`src/rtl/wb_master_initiator_if.sv`:
```
// Bundle of the command/response handshake and Wishbone classic bus signals
// seen by the single-transfer master.
interface wb_master_initiator_if #(
  parameter int ADDR_WIDTH = 8,
  parameter int DATA_WIDTH = 8
);
  logic                  cmd_valid_i;
  logic                  cmd_ready_o;
  logic                  cmd_we_i;
  logic [ADDR_WIDTH-1:0] cmd_adr_i;
  logic [DATA_WIDTH-1:0] cmd_dat_i;
  logic                  rsp_valid_o;
  logic                  rsp_ready_i;
  logic [DATA_WIDTH-1:0] rsp_dat_o;
  logic                  rsp_err_o;
  logic                  cyc_o;
  logic                  stb_o;
  logic                  we_o;
  logic [ADDR_WIDTH-1:0] adr_o;
  logic [DATA_WIDTH-1:0] dat_o;
  logic [DATA_WIDTH-1:0] dat_i;
  logic                  ack_i;

  modport master (
    input  cmd_valid_i, cmd_we_i, cmd_adr_i, cmd_dat_i, rsp_ready_i, dat_i, ack_i,
    output cmd_ready_o, rsp_valid_o, rsp_dat_o, rsp_err_o, cyc_o, stb_o, we_o, adr_o, dat_o
  );

  modport slave (
    output cmd_valid_i, cmd_we_i, cmd_adr_i, cmd_dat_i, rsp_ready_i, dat_i, ack_i,
    input  cmd_ready_o, rsp_valid_o, rsp_dat_o, rsp_err_o, cyc_o, stb_o, we_o, adr_o, dat_o
  );
endinterface

```
`src/rtl/wb_master_initiator.sv`:
```
// Wishbone classic single-transfer master: one command in, one CYC/STB cycle,
// one response out, with a watchdog that aborts unacknowledged cycles.
module wb_master_initiator #(
  parameter int ADDR_WIDTH     = 8,
  parameter int DATA_WIDTH     = 8,
  parameter int TIMEOUT_CYCLES = 16
) (
  input  logic                   clk_i,
  input  logic                   rst_i,
  wb_master_initiator_if.master  bus
);
  localparam int CNT_W = $clog2(TIMEOUT_CYCLES);

  typedef enum logic [1:0] {
    ST_IDLE = 2'd0,
    ST_BUS  = 2'd1,
    ST_RESP = 2'd2
  } state_t;

  state_t                state_r, state_s;
  logic [CNT_W-1:0]      cnt_r, cnt_s;
  logic                  cmd_ready_r, cmd_ready_s;
  logic                  cyc_r, cyc_s;
  logic                  stb_r, stb_s;
  logic                  we_r, we_s;
  logic [ADDR_WIDTH-1:0] adr_r, adr_s;
  logic [DATA_WIDTH-1:0] dat_r, dat_s;
  logic                  rsp_valid_r, rsp_valid_s;
  logic                  rsp_err_r, rsp_err_s;
  logic [DATA_WIDTH-1:0] rsp_dat_r, rsp_dat_s;

  // Next-state and next-output decode; every output is registered below.
  always_comb begin
    state_s     = state_r;
    cnt_s       = cnt_r;
    cmd_ready_s = cmd_ready_r;
    cyc_s       = cyc_r;
    stb_s       = stb_r;
    we_s        = we_r;
    adr_s       = adr_r;
    dat_s       = dat_r;
    rsp_valid_s = rsp_valid_r;
    rsp_err_s   = rsp_err_r;
    rsp_dat_s   = rsp_dat_r;
    case (state_r)
      ST_IDLE: begin
        if (bus.cmd_valid_i && cmd_ready_r) begin
          state_s     = ST_BUS;
          cnt_s       = {CNT_W{1'b0}};
          cmd_ready_s = 1'b0;
          cyc_s       = 1'b1;
          stb_s       = 1'b1;
          we_s        = bus.cmd_we_i;
          adr_s       = bus.cmd_adr_i;
          dat_s       = bus.cmd_dat_i;
        end else begin
          state_s = ST_IDLE;
        end
      end
      ST_BUS: begin
        // Ack is checked first so an ack in the last allowed cycle still succeeds.
        if (bus.ack_i || (cnt_r == CNT_W'(TIMEOUT_CYCLES - 1))) begin
          state_s     = ST_RESP;
          cyc_s       = 1'b0;
          stb_s       = 1'b0;
          we_s        = 1'b0;
          adr_s       = {ADDR_WIDTH{1'b0}};
          dat_s       = {DATA_WIDTH{1'b0}};
          rsp_valid_s = 1'b1;
          rsp_err_s   = ~bus.ack_i;
          rsp_dat_s   = (bus.ack_i && !we_r) ? bus.dat_i : {DATA_WIDTH{1'b0}};
        end else begin
          cnt_s = cnt_r + CNT_W'(1);
        end
      end
      ST_RESP: begin
        if (bus.rsp_ready_i) begin
          state_s     = ST_IDLE;
          cmd_ready_s = 1'b1;
          rsp_valid_s = 1'b0;
          rsp_err_s   = 1'b0;
          rsp_dat_s   = {DATA_WIDTH{1'b0}};
        end else begin
          state_s = ST_RESP;
        end
      end
      default: begin
        state_s     = ST_IDLE;
        cnt_s       = {CNT_W{1'b0}};
        cmd_ready_s = 1'b1;
        cyc_s       = 1'b0;
        stb_s       = 1'b0;
        we_s        = 1'b0;
        adr_s       = {ADDR_WIDTH{1'b0}};
        dat_s       = {DATA_WIDTH{1'b0}};
        rsp_valid_s = 1'b0;
        rsp_err_s   = 1'b0;
        rsp_dat_s   = {DATA_WIDTH{1'b0}};
      end
    endcase
  end

  // State and output registers with synchronous reset.
  always_ff @(posedge clk_i) begin
    if (rst_i) begin
      state_r     <= ST_IDLE;
      cnt_r       <= {CNT_W{1'b0}};
      cmd_ready_r <= 1'b1;
      cyc_r       <= 1'b0;
      stb_r       <= 1'b0;
      we_r        <= 1'b0;
      adr_r       <= {ADDR_WIDTH{1'b0}};
      dat_r       <= {DATA_WIDTH{1'b0}};
      rsp_valid_r <= 1'b0;
      rsp_err_r   <= 1'b0;
      rsp_dat_r   <= {DATA_WIDTH{1'b0}};
    end else begin
      state_r     <= state_s;
      cnt_r       <= cnt_s;
      cmd_ready_r <= cmd_ready_s;
      cyc_r       <= cyc_s;
      stb_r       <= stb_s;
      we_r        <= we_s;
      adr_r       <= adr_s;
      dat_r       <= dat_s;
      rsp_valid_r <= rsp_valid_s;
      rsp_err_r   <= rsp_err_s;
      rsp_dat_r   <= rsp_dat_s;
    end
  end

  assign bus.cmd_ready_o = cmd_ready_r;
  assign bus.cyc_o       = cyc_r;
  assign bus.stb_o       = stb_r;
  assign bus.we_o        = we_r;
  assign bus.adr_o       = adr_r;
  assign bus.dat_o       = dat_r;
  assign bus.rsp_valid_o = rsp_valid_r;
  assign bus.rsp_err_o   = rsp_err_r;
  assign bus.rsp_dat_o   = rsp_dat_r;
endmodule

```
`src/flat_wrapper.sv`:
```
// flat-port wrapper written by rule: the top's interface ports become plain ports
module wb_master_initiator_flat 
#(
  parameter int ADDR_WIDTH     = 8,
  parameter int DATA_WIDTH     = 8,
  parameter int TIMEOUT_CYCLES = 16
)
  (clk_i, rst_i, bus_cmd_valid_i, bus_cmd_we_i, bus_cmd_adr_i, bus_cmd_dat_i, bus_rsp_ready_i, bus_dat_i, bus_ack_i, bus_cmd_ready_o, bus_rsp_valid_o, bus_rsp_dat_o, bus_rsp_err_o, bus_cyc_o, bus_stb_o, bus_we_o, bus_adr_o, bus_dat_o);
  wb_master_initiator_if #(.ADDR_WIDTH(ADDR_WIDTH), .DATA_WIDTH(DATA_WIDTH)) bus_i ();
  input  logic clk_i;
  input  logic rst_i;
  input wire logic [$bits(bus_i.cmd_valid_i)-1:0] bus_cmd_valid_i;
  input wire logic [$bits(bus_i.cmd_we_i)-1:0] bus_cmd_we_i;
  input wire logic [$bits(bus_i.cmd_adr_i)-1:0] bus_cmd_adr_i;
  input wire logic [$bits(bus_i.cmd_dat_i)-1:0] bus_cmd_dat_i;
  input wire logic [$bits(bus_i.rsp_ready_i)-1:0] bus_rsp_ready_i;
  input wire logic [$bits(bus_i.dat_i)-1:0] bus_dat_i;
  input wire logic [$bits(bus_i.ack_i)-1:0] bus_ack_i;
  output wire logic [$bits(bus_i.cmd_ready_o)-1:0] bus_cmd_ready_o;
  output wire logic [$bits(bus_i.rsp_valid_o)-1:0] bus_rsp_valid_o;
  output wire logic [$bits(bus_i.rsp_dat_o)-1:0] bus_rsp_dat_o;
  output wire logic [$bits(bus_i.rsp_err_o)-1:0] bus_rsp_err_o;
  output wire logic [$bits(bus_i.cyc_o)-1:0] bus_cyc_o;
  output wire logic [$bits(bus_i.stb_o)-1:0] bus_stb_o;
  output wire logic [$bits(bus_i.we_o)-1:0] bus_we_o;
  output wire logic [$bits(bus_i.adr_o)-1:0] bus_adr_o;
  output wire logic [$bits(bus_i.dat_o)-1:0] bus_dat_o;
  assign bus_i.cmd_valid_i = bus_cmd_valid_i;
  assign bus_i.cmd_we_i = bus_cmd_we_i;
  assign bus_i.cmd_adr_i = bus_cmd_adr_i;
  assign bus_i.cmd_dat_i = bus_cmd_dat_i;
  assign bus_i.rsp_ready_i = bus_rsp_ready_i;
  assign bus_i.dat_i = bus_dat_i;
  assign bus_i.ack_i = bus_ack_i;
  assign bus_cmd_ready_o = bus_i.cmd_ready_o;
  assign bus_rsp_valid_o = bus_i.rsp_valid_o;
  assign bus_rsp_dat_o = bus_i.rsp_dat_o;
  assign bus_rsp_err_o = bus_i.rsp_err_o;
  assign bus_cyc_o = bus_i.cyc_o;
  assign bus_stb_o = bus_i.stb_o;
  assign bus_we_o = bus_i.we_o;
  assign bus_adr_o = bus_i.adr_o;
  assign bus_dat_o = bus_i.dat_o;
  wb_master_initiator #(.ADDR_WIDTH(ADDR_WIDTH), .DATA_WIDTH(DATA_WIDTH), .TIMEOUT_CYCLES(TIMEOUT_CYCLES)) u_core (.clk_i(clk_i), .rst_i(rst_i), .bus(bus_i));
endmodule
```
`config.mk`:
```
export PLATFORM = sky130hd
export DESIGN_NAME = wb_master_initiator_flat
export DESIGN_NICKNAME = d
export VERILOG_FILES = /design/src/rtl/wb_master_initiator_if.sv /design/src/rtl/wb_master_initiator.sv /design/src/flat_wrapper.sv
export SDC_FILE = /design/constraint.sdc
export NUM_CORES = 1
export LEC_CHECK = 0
export ABC_AREA = 1
export CAP_MARGIN = 25
export CELL_PAD_IN_SITES_DETAIL_PLACEMENT = 0
export CELL_PAD_IN_SITES_GLOBAL_PLACEMENT = 1
export CORE_ASPECT_RATIO = 2
export CORE_MARGIN = 1
export CORE_UTILIZATION = 29
export CTS_CLUSTER_DIAMETER = 120
export DETAILED_ROUTE_END_ITERATION = 16
export PLACE_DENSITY_LB_ADDON = 0.1
export RECOVER_POWER = 100
export SETUP_SLACK_MARGIN = 0.05
export SYNTH_ARGS = -nofsm -noshare
export SYNTH_HDL_FRONTEND = slang
export SYNTH_SLANG_ARGS = --single-unit
```
`constraint.sdc`:
```
create_clock -name clk_i -period 1.95 [get_ports clk_i]
set_clock_uncertainty 0.1 [all_clocks]
set_input_delay 0.39 -clock clk_i [delete_from_list [all_inputs] [get_ports clk_i]]
set_output_delay 0.39 -clock clk_i [all_outputs]
set_load 0.01 [all_outputs]
```
==> impl_results.md <==
* Initial DRC count at 28
* Placed instance count at 288
* Total Die Area at 0.00510 sq mm
* Mean routed wirelength per cell at 12.9 um
* Synth Warn # at 0
* Cell area after layout at 0.00210 sq mm
* Post-DRT Antenna Nets at 0
* Fin. Hold Viols at 0
* Synth async-reset ratio at 0
* CTS clock-pin slew for the worst setup and hold paths at 0.06 ns
* Arrival time worst endpoint at 1.31 ns
* Final WS setup at 0.154 ns
* Total I/O pin count at 60
* Register area share after synthesis at 0.504
* Post-CTS sizing at 0
* MaxCap Viol Count at 0
* Dpl ws at 0.105 ns
* GR Overflow Total at 0
* Leak pwr at 0.859 nW
* Area delta synth->final at 50.8%
* Via Count at 1375
* Most common cell after layout, fill and taps aside: nand2_1
* CTS Root Cell: clkbuf_8
* Fraction of power consumed by combinational cells at 0.243
* Min-delay worst type: reg2reg
* # port buffers at 59
* Fillers at 475
* Slew headroom at 0.624
* # diodes at 0
* Max clock buf depth at 2
* Internal power at 1.20 mW
* First-pass GRT wire length at 6.05 mm
* GRT Util Overall at 0.157
* Layout cells sized above 1 at 0.0711
* # nets final at 271
* Unrepaired setup endpoints after global routing: no
* Slew @ Worst Pin at 0.564 ns
* CTS buffer count at 5
* Final Core Density at 0.456
* Overall Power at 1.69 mW
* Worst Path Max Fanout at 3
* Setup TNS at 0 ns
* Die Ht at 100 um
* Clock power share at 0.274
* CP required at 1.46 ns
* H-tree Lvls at 2
* Seq cells post-synth at 35
* Post-synthesis cell area at 0.00139 sq mm
* CP max stage delay at 0.63 ns
* CTS tree: yes
* CP bufs+invs at 1
* Initial Utilization at 0.303
* Status: completed
* WS Path Type: reg2out
* Vias in the first global route at 1388
* Synth Area per Inst at 7.91 sq um
* Post-DR vias/cell at 4.68
* Netlist cell types at 22
* Kind of cell adding the most delay to the critical path: buffers and inverters
* Slowest stage cell, crit path: dlygate4sd3_1
* Post-Route WL at 3.79 mm
* CP Launch Type: flop
* Post-Layout Cell Count at 294
* Syn Inst Count at 176
* Nature of the critical path endpoint: output port
* Switching pwr at 0.485 mW
* Final Cycle Share at 0.921
* Worst path cell trace: dlygate4sd3_1
* Setup bufs post-CTS at 0
* Largest net degree at the start of global routing at 25
* Final Max Slew Viols at 0
* Post-CTS Hold Buffers at 0
* Flop pwr share at 0.483
* Initial antenna violation count at 0
* Latest clock arrival within the worst-skew pair at 0.28 ns
* Final Critical Period at 1.80 ns
* Post-synth EDFFs at 0
* Worst hold slack at 0.358 ns
* Routability Congestion at 0.763
* Storage element area at 701 sq um
* CTS sink count at 35
* Dpl cell area at 0.00205 sq mm
* DIE WIDTH at 51.0 um
* Area of the multi-input gates at 598 sq um
* Pwr Density at 804 mW/mm^2
* DRT Pass-1 Iters at 4
* DRC errors left at 0
* VDD IR max at 384 uV
* Fmax at 557 MHz
* Syn Nets at 207
* # rows at 35
* Sw Ratio at 0.288
* Detailed Place HPWL at 2.88 mm
* Post-synth top flop: dfxtp_1
* Core area at 0.00460 sq mm
* Setup-failing EPs final at 0
* Most frequent cells in the layout: nand2_1 (50), dfxtp_1 (35), a21oi_1 (34)
==> cell usage after synthesis (2+ instances only) <==
cell type   n  area share
nand2_1    50        0.13
dfxtp_1    35        0.50
a21oi_1    34        0.12
nand3_1    21       0.076
inv_1       6       0.016
nor2_1      6       0.016
clkbuf_1    4       0.011
nand4_1     3       0.013
buf_4       2       0.011
inv_2       2      0.0054
o21ai_0     2      0.0072
==> power by group through the flow <==
stage | Clock (mW) | Sequential (mW) | Combinational, mW
4_1_cts | 0.489 | 0.817 | 0.443
3_3_place_gp | 0 | 0.829 | 0.435
5_1_grt | 0.518 | 0.821 | 0.456
3_5_place_dp | 0 | 0.832 | 0.441
6_report | 0.462 | 0.814 | 0.410
2_1_floorplan | 0 | 0.847 | 0.214
==> flip-flops by register name, indices dropped and copies added (netlist names) <==
signal,flops
u_core.state_r,2
u_core.bus.we_o,1
u_core.bus.dat_o,8
u_core.bus.cyc_o,1
u_core.bus.cmd_ready_o,1
u_core.bus.rsp_valid_o,1
u_core.bus.rsp_dat_o,8
u_core.bus.rsp_err_o,1
u_core.bus.adr_o,8
u_core.cnt_r,4
==> layout make-up <==
class / instances / area share
sequential: 35 / 0.334
clock buffer: 6 / 0.0346
inverter: 9 / 0.0161
tap: 55 / 0.0328
timing repair buffer: 64 / 0.298
multi-input combinational: 125 / 0.285
==> routing by layer <==
| layer | vias up | routed length [um] | global-route usage |
|---|---|---|---|
| met5 | - | 0 | 0 |
| met4 | 0 | 64 | 0.0705 |
| met3 | 5 | 180 | 0.0364 |
| met2 | 41 | 2140 | 0.290 |
| met1 | 620 | 1400 | 0.160 |
| li1 | 709 | - | - |
==> worst paths after layout <==
path	from	end	slack, ns	cells past startpoint
hold reg to reg	u_core.bus.adr_o[3]	u_core.bus.adr_o[3]	0.36	2
setup reg to reg	u_core.cnt_r[0]	u_core.bus.dat_o[4]	0.31	6
setup / recovery	u_core.bus.we_o	bus_we_o	0.15	1
hold / removal	u_core.bus.adr_o[3]	u_core.bus.adr_o[3]	0.36	2
==> cells by family (layout without fill, tap and decap cells) <==
kind of cell             Yosys count  after routing  synth area share
AND/OR/NAND/NOR                   87             87             0.298
AO/OA/AOI/OAI                     37             37             0.136
flip-flops                        35             35             0.504
buffers and inverters             16             79            0.0539
adder cells (fa/ha/maj)            1              1           0.00899
Power figures use the tool's default switching activity.
